===== config.mk =====
export PLATFORM = sky130hd
export DESIGN_NAME = weight_fetch
export DESIGN_NICKNAME = d
export VERILOG_FILES = /design/src/rtl/nn_pkg.sv /design/src/rtl/lane_unpack.sv /design/src/rtl/weight_fetch.sv
export SDC_FILE = /design/constraint.sdc
export NUM_CORES = 1
export LEC_CHECK = 0
export BUFFER_PORTS_ARGS = -buffer_cell sky130_fd_sc_hd__buf_4
export CAP_MARGIN = 20
export CORE_ASPECT_RATIO = 0.5
export CORE_UTILIZATION = 45
export CTS_CLUSTER_DIAMETER = 30
export DETAILED_ROUTE_END_ITERATION = 6
export PLACE_DENSITY = 0.7
export SLEW_MARGIN = 40
export SYNTH_ARGS = -nofsm -noshare
export SYNTH_HDL_FRONTEND = slang
export SYNTH_HIERARCHICAL = 1
export SYNTH_SLANG_ARGS = --single-unit

===== constraint.sdc =====
create_clock -name clk -period 2.4 [get_ports clk]
set_input_delay 0.24 -clock clk [delete_from_list [all_inputs] [get_ports clk]]
set_output_delay 0.24 -clock clk [all_outputs]
set_load 0.1 [all_outputs]

===== src/rtl/nn_pkg.sv =====
// Types and constants shared by the neuron-layer datapath blocks.
package nn_pkg;

  localparam int NN_WEIGHT_WIDTH = 16;
  localparam int NN_DATA_WIDTH   = 128;
  localparam int LANES_PER_WORD  = NN_DATA_WIDTH / NN_WEIGHT_WIDTH;

  typedef logic signed [NN_WEIGHT_WIDTH-1:0] weight_t;

  typedef enum logic [2:0] {
    IDLE,
    FETCH,
    WAIT,
    STREAM,
    DONE
  } fetch_state_e;

endpackage


===== src/rtl/lane_unpack.sv =====
// Two-word weight buffer: loads {word_a, word_b} and shifts one lane out per advance,
// so the presented lane is always the buffer's top slice.
module lane_unpack #(
  parameter int DATA_WIDTH   = 128,
  parameter int WEIGHT_WIDTH = 16
) (
  input  logic                    clk,
  input  logic                    rst_n,
  input  logic                    load,
  input  logic                    advance,
  input  logic [DATA_WIDTH-1:0]   q_a,
  input  logic [DATA_WIDTH-1:0]   q_b,
  output logic [WEIGHT_WIDTH-1:0] lane_data
);

  logic [2*DATA_WIDTH-1:0] buffer;

  // NOTE: sequential state uses nonblocking assignments so every register samples pre-edge values.
  always_ff @(posedge clk) begin
    // NOTE: the buffer is cleared on reset because the weight output is taken directly from it.
    if (!rst_n) begin
      buffer <= '0;
    end else if (load) begin
      buffer <= {q_a, q_b};
    end else if (advance) begin
      buffer <= buffer << WEIGHT_WIDTH;
    end
  end

  assign lane_data = buffer[2*DATA_WIDTH-1 -: WEIGHT_WIDTH];

endmodule


===== src/rtl/weight_fetch.sv =====
// Streams a packed weight ROM, read two words at a time through both ports, as
// signed weights under valid/ready, flagging the final weight of the layer.
module weight_fetch #(
  parameter int ADDR_WIDTH   = 4,
  parameter int DATA_WIDTH   = 128,
  parameter int DEPTH        = 16,
  parameter int WEIGHT_WIDTH = 16,
  parameter int NUM_WEIGHTS  = 122
) (
  input  logic                           clk,
  input  logic                           rst_n,
  input  logic                           start,
  output logic                           busy,
  output logic                           done,
  output logic [ADDR_WIDTH-1:0]          addr_a,
  output logic [ADDR_WIDTH-1:0]          addr_b,
  input  logic [DATA_WIDTH-1:0]          q_a,
  input  logic [DATA_WIDTH-1:0]          q_b,
  output logic                           w_valid,
  input  logic                           w_ready,
  output logic [WEIGHT_WIDTH-1:0]        w_data,
  output logic                           w_last,
  output logic [$clog2(NUM_WEIGHTS)-1:0] w_index
);
  import nn_pkg::*;

  localparam int LANES_PER_PAIR = 2 * (DATA_WIDTH / WEIGHT_WIDTH);
  localparam int LANE_WIDTH     = $clog2(LANES_PER_PAIR);
  localparam int INDEX_WIDTH    = $clog2(NUM_WEIGHTS);
  localparam logic [INDEX_WIDTH-1:0] LAST_INDEX = INDEX_WIDTH'(NUM_WEIGHTS - 1);
  localparam logic [LANE_WIDTH-1:0]  LAST_LANE  = LANE_WIDTH'(LANES_PER_PAIR - 1);

  fetch_state_e           state;
  logic [ADDR_WIDTH-1:0]  pair;
  logic [ADDR_WIDTH-1:0]  next_pair;
  logic [LANE_WIDTH-1:0]  lane;
  logic [INDEX_WIDTH-1:0] next_index;
  logic                   xfer;
  logic                   load;

  assign xfer       = w_valid && w_ready;
  assign load       = (state == WAIT);
  assign next_pair  = pair + ADDR_WIDTH'(1);
  assign next_index = w_index + INDEX_WIDTH'(1);

  function automatic logic [ADDR_WIDTH-1:0] even_addr(input logic [ADDR_WIDTH-1:0] k);
    return ADDR_WIDTH'(2 * int'(k));
  endfunction

  // Port B past the end of the ROM is parked on the last word; its lanes are never reached.
  function automatic logic [ADDR_WIDTH-1:0] odd_addr(input logic [ADDR_WIDTH-1:0] k);
    int a;
    a = 2 * int'(k) + 1;
    return (a >= DEPTH) ? ADDR_WIDTH'(DEPTH - 1) : ADDR_WIDTH'(a);
  endfunction

  lane_unpack #(
    .DATA_WIDTH  (DATA_WIDTH),
    .WEIGHT_WIDTH(WEIGHT_WIDTH)
  ) u_lane_unpack (
    .clk      (clk),
    .rst_n    (rst_n),
    .load     (load),
    .advance  (xfer),
    .q_a      (q_a),
    .q_b      (q_b),
    .lane_data(w_data)
  );

  always_ff @(posedge clk) begin
    if (!rst_n) begin
      state   <= IDLE;
      busy    <= 1'b0;
      done    <= 1'b0;
      w_valid <= 1'b0;
      w_last  <= 1'b0;
      w_index <= '0;
      addr_a  <= '0;
      addr_b  <= '0;
      pair    <= '0;
      lane    <= '0;
    end else begin
      unique case (state)
        IDLE: begin
          if (start) begin
            state   <= FETCH;
            busy    <= 1'b1;
            pair    <= '0;
            w_index <= '0;
            addr_a  <= even_addr('0);
            addr_b  <= odd_addr('0);
          end
        end
        FETCH: state <= WAIT;
        WAIT: begin
          state   <= STREAM;
          w_valid <= 1'b1;
          lane    <= '0;
          w_last  <= (w_index == LAST_INDEX);
        end
        STREAM: begin
          if (xfer) begin
            w_index <= next_index;
            lane    <= lane + LANE_WIDTH'(1);
            if (w_last) begin
              state   <= DONE;
              w_valid <= 1'b0;
              w_last  <= 1'b0;
              done    <= 1'b1;
            end else if (lane == LAST_LANE) begin
              // Pair exhausted: two bubble cycles while the next pair is read.
              state   <= FETCH;
              w_valid <= 1'b0;
              w_last  <= 1'b0;
              pair    <= next_pair;
              addr_a  <= even_addr(next_pair);
              addr_b  <= odd_addr(next_pair);
            end else begin
              w_last <= (next_index == LAST_INDEX);
            end
          end
        end
        DONE: begin
          state <= IDLE;
          busy  <= 1'b0;
          done  <= 1'b0;
        end
        default: state <= IDLE;
      endcase
    end
  end

endmodule


# Word-level counts from Yosys, hierarchy flattened
# Index checks and enable logic that the tools add are counted.
# totals
reg_bits,286
in_bits,260
output_inout_bits,35
elab_cells,83
# op_classes
muxes,40
reduce_logical,14
addsub,4
eq_ne,13
n_lt_le_gt_ge,1
# ops
cell,n
$mux W256,2
$mux W4,13
$pmux W4 S2,4
$eq A7 B7 Y1 const B,2
$mux W7,2
$pmux W7 S2,1
$mux W3,4
$pmux W3 S4,1
$reduce_and A3 Y1,4
$reduce_bool A2 Y1,5
$mux W1,9
$add A4 B1 Y4 const B,2
$ne A2 B2 Y1 const B,4
$pmux W1 S2,4
$add A7 B1 Y7 const B,1
$add A5 B1 Y6 const B,1
$eq A3 B2 Y1 const B,2
$ge A6 B5 Y1 const B,1
$reduce_and A5 Y1,1
$eq A4 B4 Y1 const B,1
$reduce_and A2 Y1,2
$eq A3 B1 Y1 const B,1
$eq A3 B3 Y1 const B,1
$logic_not A3 Y1,1
3 further kinds,3

# Longest topological paths before layout
# depth
ltp_word,8
mapped_depth,8
ltp_nobuf,6

# Hierarchy
# The synthesis kept the hierarchy.
# by_module_without_submodules
module,n_inst,seq_area_each_um2,cells_per_inst,area_each_um2
lane_unpack,1,5124.9,1152,12946.2
weight_fetch,1,520.5,166,1388.8

# Worst setup path after synthesis
# Ideal clock, no wire load.
# synth_timing
kind,register to register
startpoint,register w_valid
endpoint,register u_lane_unpack.buffer[100]
synth_period_minus_slack_ps,2476
t_arrival_ps,2359
setup_ps,116
setup_slack_ps,-76
n_path_buf,2
required_time_ps,2284
stages_incl_launch_ff,7
path_cell_list,dfxtp_1 nand2_1 inv_1 buf_6 buf_6 mux2_2 o211a_1
# synth_via
elab_chain_len,2
# synth_rtl
item,line,text
from (decl),weight_fetch.sv:19,"output logic w_valid,"
from (signal assigned),weight_fetch.sv:75,w_valid <= 1'b0;
from (signal assigned),weight_fetch.sv:97,w_valid <= 1'b1;
from (signal assigned),weight_fetch.sv:107,w_valid <= 1'b0;
$logic_and A1 B1 Y1,weight_fetch.sv:41,assign xfer = w_valid && w_ready;
named net xfer,weight_fetch.sv:38,logic xfer;
$reduce_bool A2 Y1 (no source line),n/a,
to (signal assigned),lane_unpack.sv:24,"buffer <= {q_a, q_b};"
to (signal assigned),lane_unpack.sv:26,buffer <= buffer << WEIGHT_WIDTH;
to (decl),lane_unpack.sv:16,logic [2*DATA_WIDTH-1:0] buffer;
# The timed path passes the listed nets, and every way through them passes these cells.
# A chain may end at the register's enable or synchronous reset.

# Worst setup path in the final report
# layout_timing
startpoint,register state[1]
endpoint,register u_lane_unpack.buffer[90]
# layout_via
elab_chain_len,2
word_cells_on_any_way,3
classes_between,eq/ne (1); mux (1); reduce/logical (1)
# layout_rtl
item,line,text
from (decl),weight_fetch.sv:33,fetch_state_e state;
from (signal assigned),weight_fetch.sv:72,state <= IDLE;
from (signal assigned),weight_fetch.sv:86,state <= FETCH;
from (signal assigned),weight_fetch.sv:94,FETCH: state <= WAIT;
$eq A3 B2 Y1 (*),weight_fetch.sv:42,assign load = (state == WAIT);
named net load,weight_fetch.sv:39,logic load;
$mux W256 or $reduce_bool A2 Y1 (tied branches),n/a,
# Mark *: on every way through the listed nets, which the timed path passes. The rest lies on a longest branch.

==> results.md <==
* HPWL after DPL at between 20,000 and 30,000 um
* Worst Setup Start Kind: register
* Met1 Resource Use GR at 0.296
* Final hold violations at 0
* Drt first-iter violations at roughly 650
* Global Route met2 Usage at 0.379
* Power density over cell area at between 700 and 800 nW/um^2
* CTS-repair resized insts at 0
* Largest net degree at the start of global routing at 87
* Vias at about 11k
* Post-synth EDFFs at 0
* CTS root buf: clkbuf_16
* Placed cell area at roughly 17,000 um^2
* Grt ovf at 0
* Finished layout cell area at approximately 18,000 um^2
* Share of the synthesized area in the top cell type at 0.394
* R2R cell count at 5
* Slew Limit Fails at 0
* Hold path startpoint: q_a[37]
* Rel. slew slack at 0.625
* Synth area leaders: dfxtp_1, mux2_2, o211a_1
* Initial antenna violation count at 1
* Pre-CTS setup slack at just under 400 ps
* Die area at roughly 33,000 um^2
* Sequential share of the synthesized area at 0.394
* Core area at between 30,000 and 40,000 um^2
* Drt total wl at between 30,000 and 40,000 um
* Post-Syn Area per Cell at ~11 um^2
* Clock buffer depth at 3
* Layout Nets at approximately 1.8k
* Max_cap viols at 0
* Final ANT Viol Nets at 0
* WL per Instance at 18.4 um
* Min cycle time layout at between 2000 and 2500 ps
* Status: completed
* Clk sink count at approximately 280
* Clock Pin Slew Worst Setup and Hold Paths at ~60 ps
* Clock buffer count from CTS at 42
* Final Worst Setup Slack at roughly 350 ps
* Kind of critical path: reg -> reg
* Yosys cell types at between 40 and 50
* Synthesized flop and latch total at around 280
* Worst r2r src: state[1]$_SDFFE_PN0P_
* Pleak at ~9.9 nW
* Max Freq at roughly 500 MHz
* Synth area leader: dfxtp_1
* Worst EP required at between 2000 and 3000 ps
* Worst Tran Pin Value at around 560 ps
* Primary FF master, synth: dfxtp_1
* Initial DRT Pass Iterations at 5
* GR Util met3 at 0.0357
* Syn_nets at 1,583
* Hold-fix buffers, CTS at 15
* Setup repair bufs after CTS at 0
* CTS tree: built
* Die Width at between 200 and 300 um
* CP Capture Type: register
* Area delta synth->final at 26.9%
* Core Rows at 45
* Drt drc at 0
* RSZ-0062 raised after global routing: no
* Syn Inst Count at ~1.3k
* Port Buf Inserts at ~300
* Setup violators final at 0
* Worst Path Arrival at about 2500 ps
* Hold Path Sink: u_lane_unpack/buffer[165]$_SDFFE_PN0P_
* Setup TNS at 0 ps
* IO Count at between 200 and 300
* Fin crit share at 0.853
* Layout cells sized above 1 at 0.404
* R2R setup slack at about 350 ps
* FF-to-FF End: u_lane_unpack/buffer[90]$_SDFFE_PN0P_
* Clock Skew at roughly 12 ps
* First-pass GRT wire length at about 57,000 um
* Max VDD drop at around 0.37 mV
* Ys async rst share at 0
* Final total power at ~0.014 W
* Worst-Skew Late Latency at 530 ps
* Synthesis Warnings at 6
* Routability cong. at between 0.8 and 0.9
* Cell area after synthesis at 14,300 um^2
* Hold Path Class: in -> reg
* H-tree levels at 2
* Worst Path Max Fanout at around 80
* Hold Path Depth at 3
* GRT Total Usage at 0.224
* Vias in the first global route at between 10k and 15k
* Vias per cell at about 5.3
* Chip Height at around 130 um
* Initial core utilization at 0.465
* GRT Max-Usage Layer: met2
## power breakdown
group | leakage (nW) | switching, W | internal (W)
sequential | 2.31 | 0.000286 | 0.00509
clock | 0.709 | 0.00236 | 0.00388
combinational | 6.86 | 0.000962 | 0.00114
## flip-flops by register name, indices dropped and copies added (netlist names)
signal,cells
w_last,1
u_lane_unpack/buffer,256
w_valid,1
state,3
addr_b,4
pair,4
w_index,7
lane,4
done,1
busy,1
## per-stage QoR
| stage | util | std cells | hold WS (ps) |
|---|---|---|---|
| 2_1_floorplan | - | 1318 | 378 |
| 3_5_place_dp | 0.538 | 1928 | 454 |
| 6_report | 0.590 | 2022 | 25.1 |
| 5_1_grt | 0.590 | 2022 | 9.90 |
| 4_1_cts | 0.590 | 2021 | 2.66 |
| 3_3_place_gp | 0.538 | 1928 | 446 |
## worst max-delay path, cell delays in order (launching register included)
cell and delay, ps:
dfxtp_1 460, nand3b_1 360, inv_8 410, buf_12 340
nand2b_1 140, o211a_1 140
## worst max path at each step
stage	start	endpoint	slack, ps	cells past startpoint
4_1_cts	state[1]$_SDFFE_PN0P_	u_lane_unpack/buffer[167]$_SDFFE_PN0P_	360	5
5_1_grt	state[1]$_SDFFE_PN0P_	u_lane_unpack/buffer[116]$_SDFFE_PN0P_	250	5
2_1_floorplan	w_index[1]$_SDFFE_PN0P_	w_last$_SDFFE_PN0P_	190	6
6_report	state[1]$_SDFFE_PN0P_	u_lane_unpack/buffer[90]$_SDFFE_PN0P_	350	5
3_5_place_dp	state[1]$_SDFFE_PN0P_	u_lane_unpack/buffer[167]$_SDFFE_PN0P_	390	5
3_3_place_gp	state[1]$_SDFFE_PN0P_	u_lane_unpack/buffer[192]$_SDFFE_PN0P_	450	5
## cells in the final DEF, fill, tap and decap left out, drive strengths merged, types with 4 or more instances in the layout
cell type    synthesis  routed
o21ai                9       9
or2b                15      15
ha                   5       5
a21boi              25      25
or3b                17      17
dfxtp              282     282
nand2b             225     225
clkinvlp             0       4
xor2                 4       4
a22oi                4       4
nand4                5       5
a21oi               10      10
nand3                8       8
dlygate4sd3          0      15
inv                  7      15
mux2               240     240
clkbuf              56      56
nor2b                9       9
nor2                15      15
buf                 80     322
clkinv               0       9
o211a              241     241
nand2               30      30
## layout make-up
cell class / count / area [um^2]
Sequential cell: 282 / 5650
Antenna cell: 1 / 2.50
Inverter: 7 / 41.3
Multi-Input combinational cell: 893 / 7740
Tap cell: 423 / 529
Clock inverter: 23 / 233
Timing Repair Buffer: 338 / 2770
Fill cell: 2626 / 12600
Clock buffer: 55 / 1220
## synth_stat cells, types with 2 or more instances
cell type  count
a21boi_0       8
a21boi_1      17
a21o_1         3
a21oi_1       10
a22oi_1        4
a31oi_1        3
and3_1         2
and4_1         2
buf_2         11
buf_4         32
buf_6         37
clkbuf_1      56
dfxtp_1      282
ha_1           5
inv_1          7
mux2_2       240
nand2_1       30
nand2b_1     225
nand3_1        7
nand3b_1       3
nand4_1        5
nor2_1        14
nor2b_1        9
nor3_1         2
nor4_1         2
o211a_1      241
o21ai_0        8
or2b_1        15
or3b_1        16
xnor2_1        3
xor2_1         4
## metal layers
metal / vias up / share of wire / wire (um)
li1: 5254 / - / -
met1: 5155 / 0.47 / 17400
met2: 176 / 0.48 / 17900
met3: 47 / 0.032 / 1200
met4: 0 / 0.019 / 715
met5: - / 0 / 0
## kinds of logic (layout without fill, tap and decap cells)
kind of cell | Yosys count | after routing | synth area share
XOR/XNOR | 7 | 7 | 0.00428
AND/OR/NAND/NOR | 342 | 342 | 0.148
flip-flops | 282 | 282 | 0.394
multiplexers | 241 | 241 | 0.189
adder cells (fa/ha/maj) | 5 | 5 | 0.00436
other | 1 | 2 | 0.000262
buffers and inverters | 143 | 423 | 0.0662
AO/OA/AOI/OAI | 297 | 297 | 0.194
Note: power is estimated with default switching activity, not from simulation.
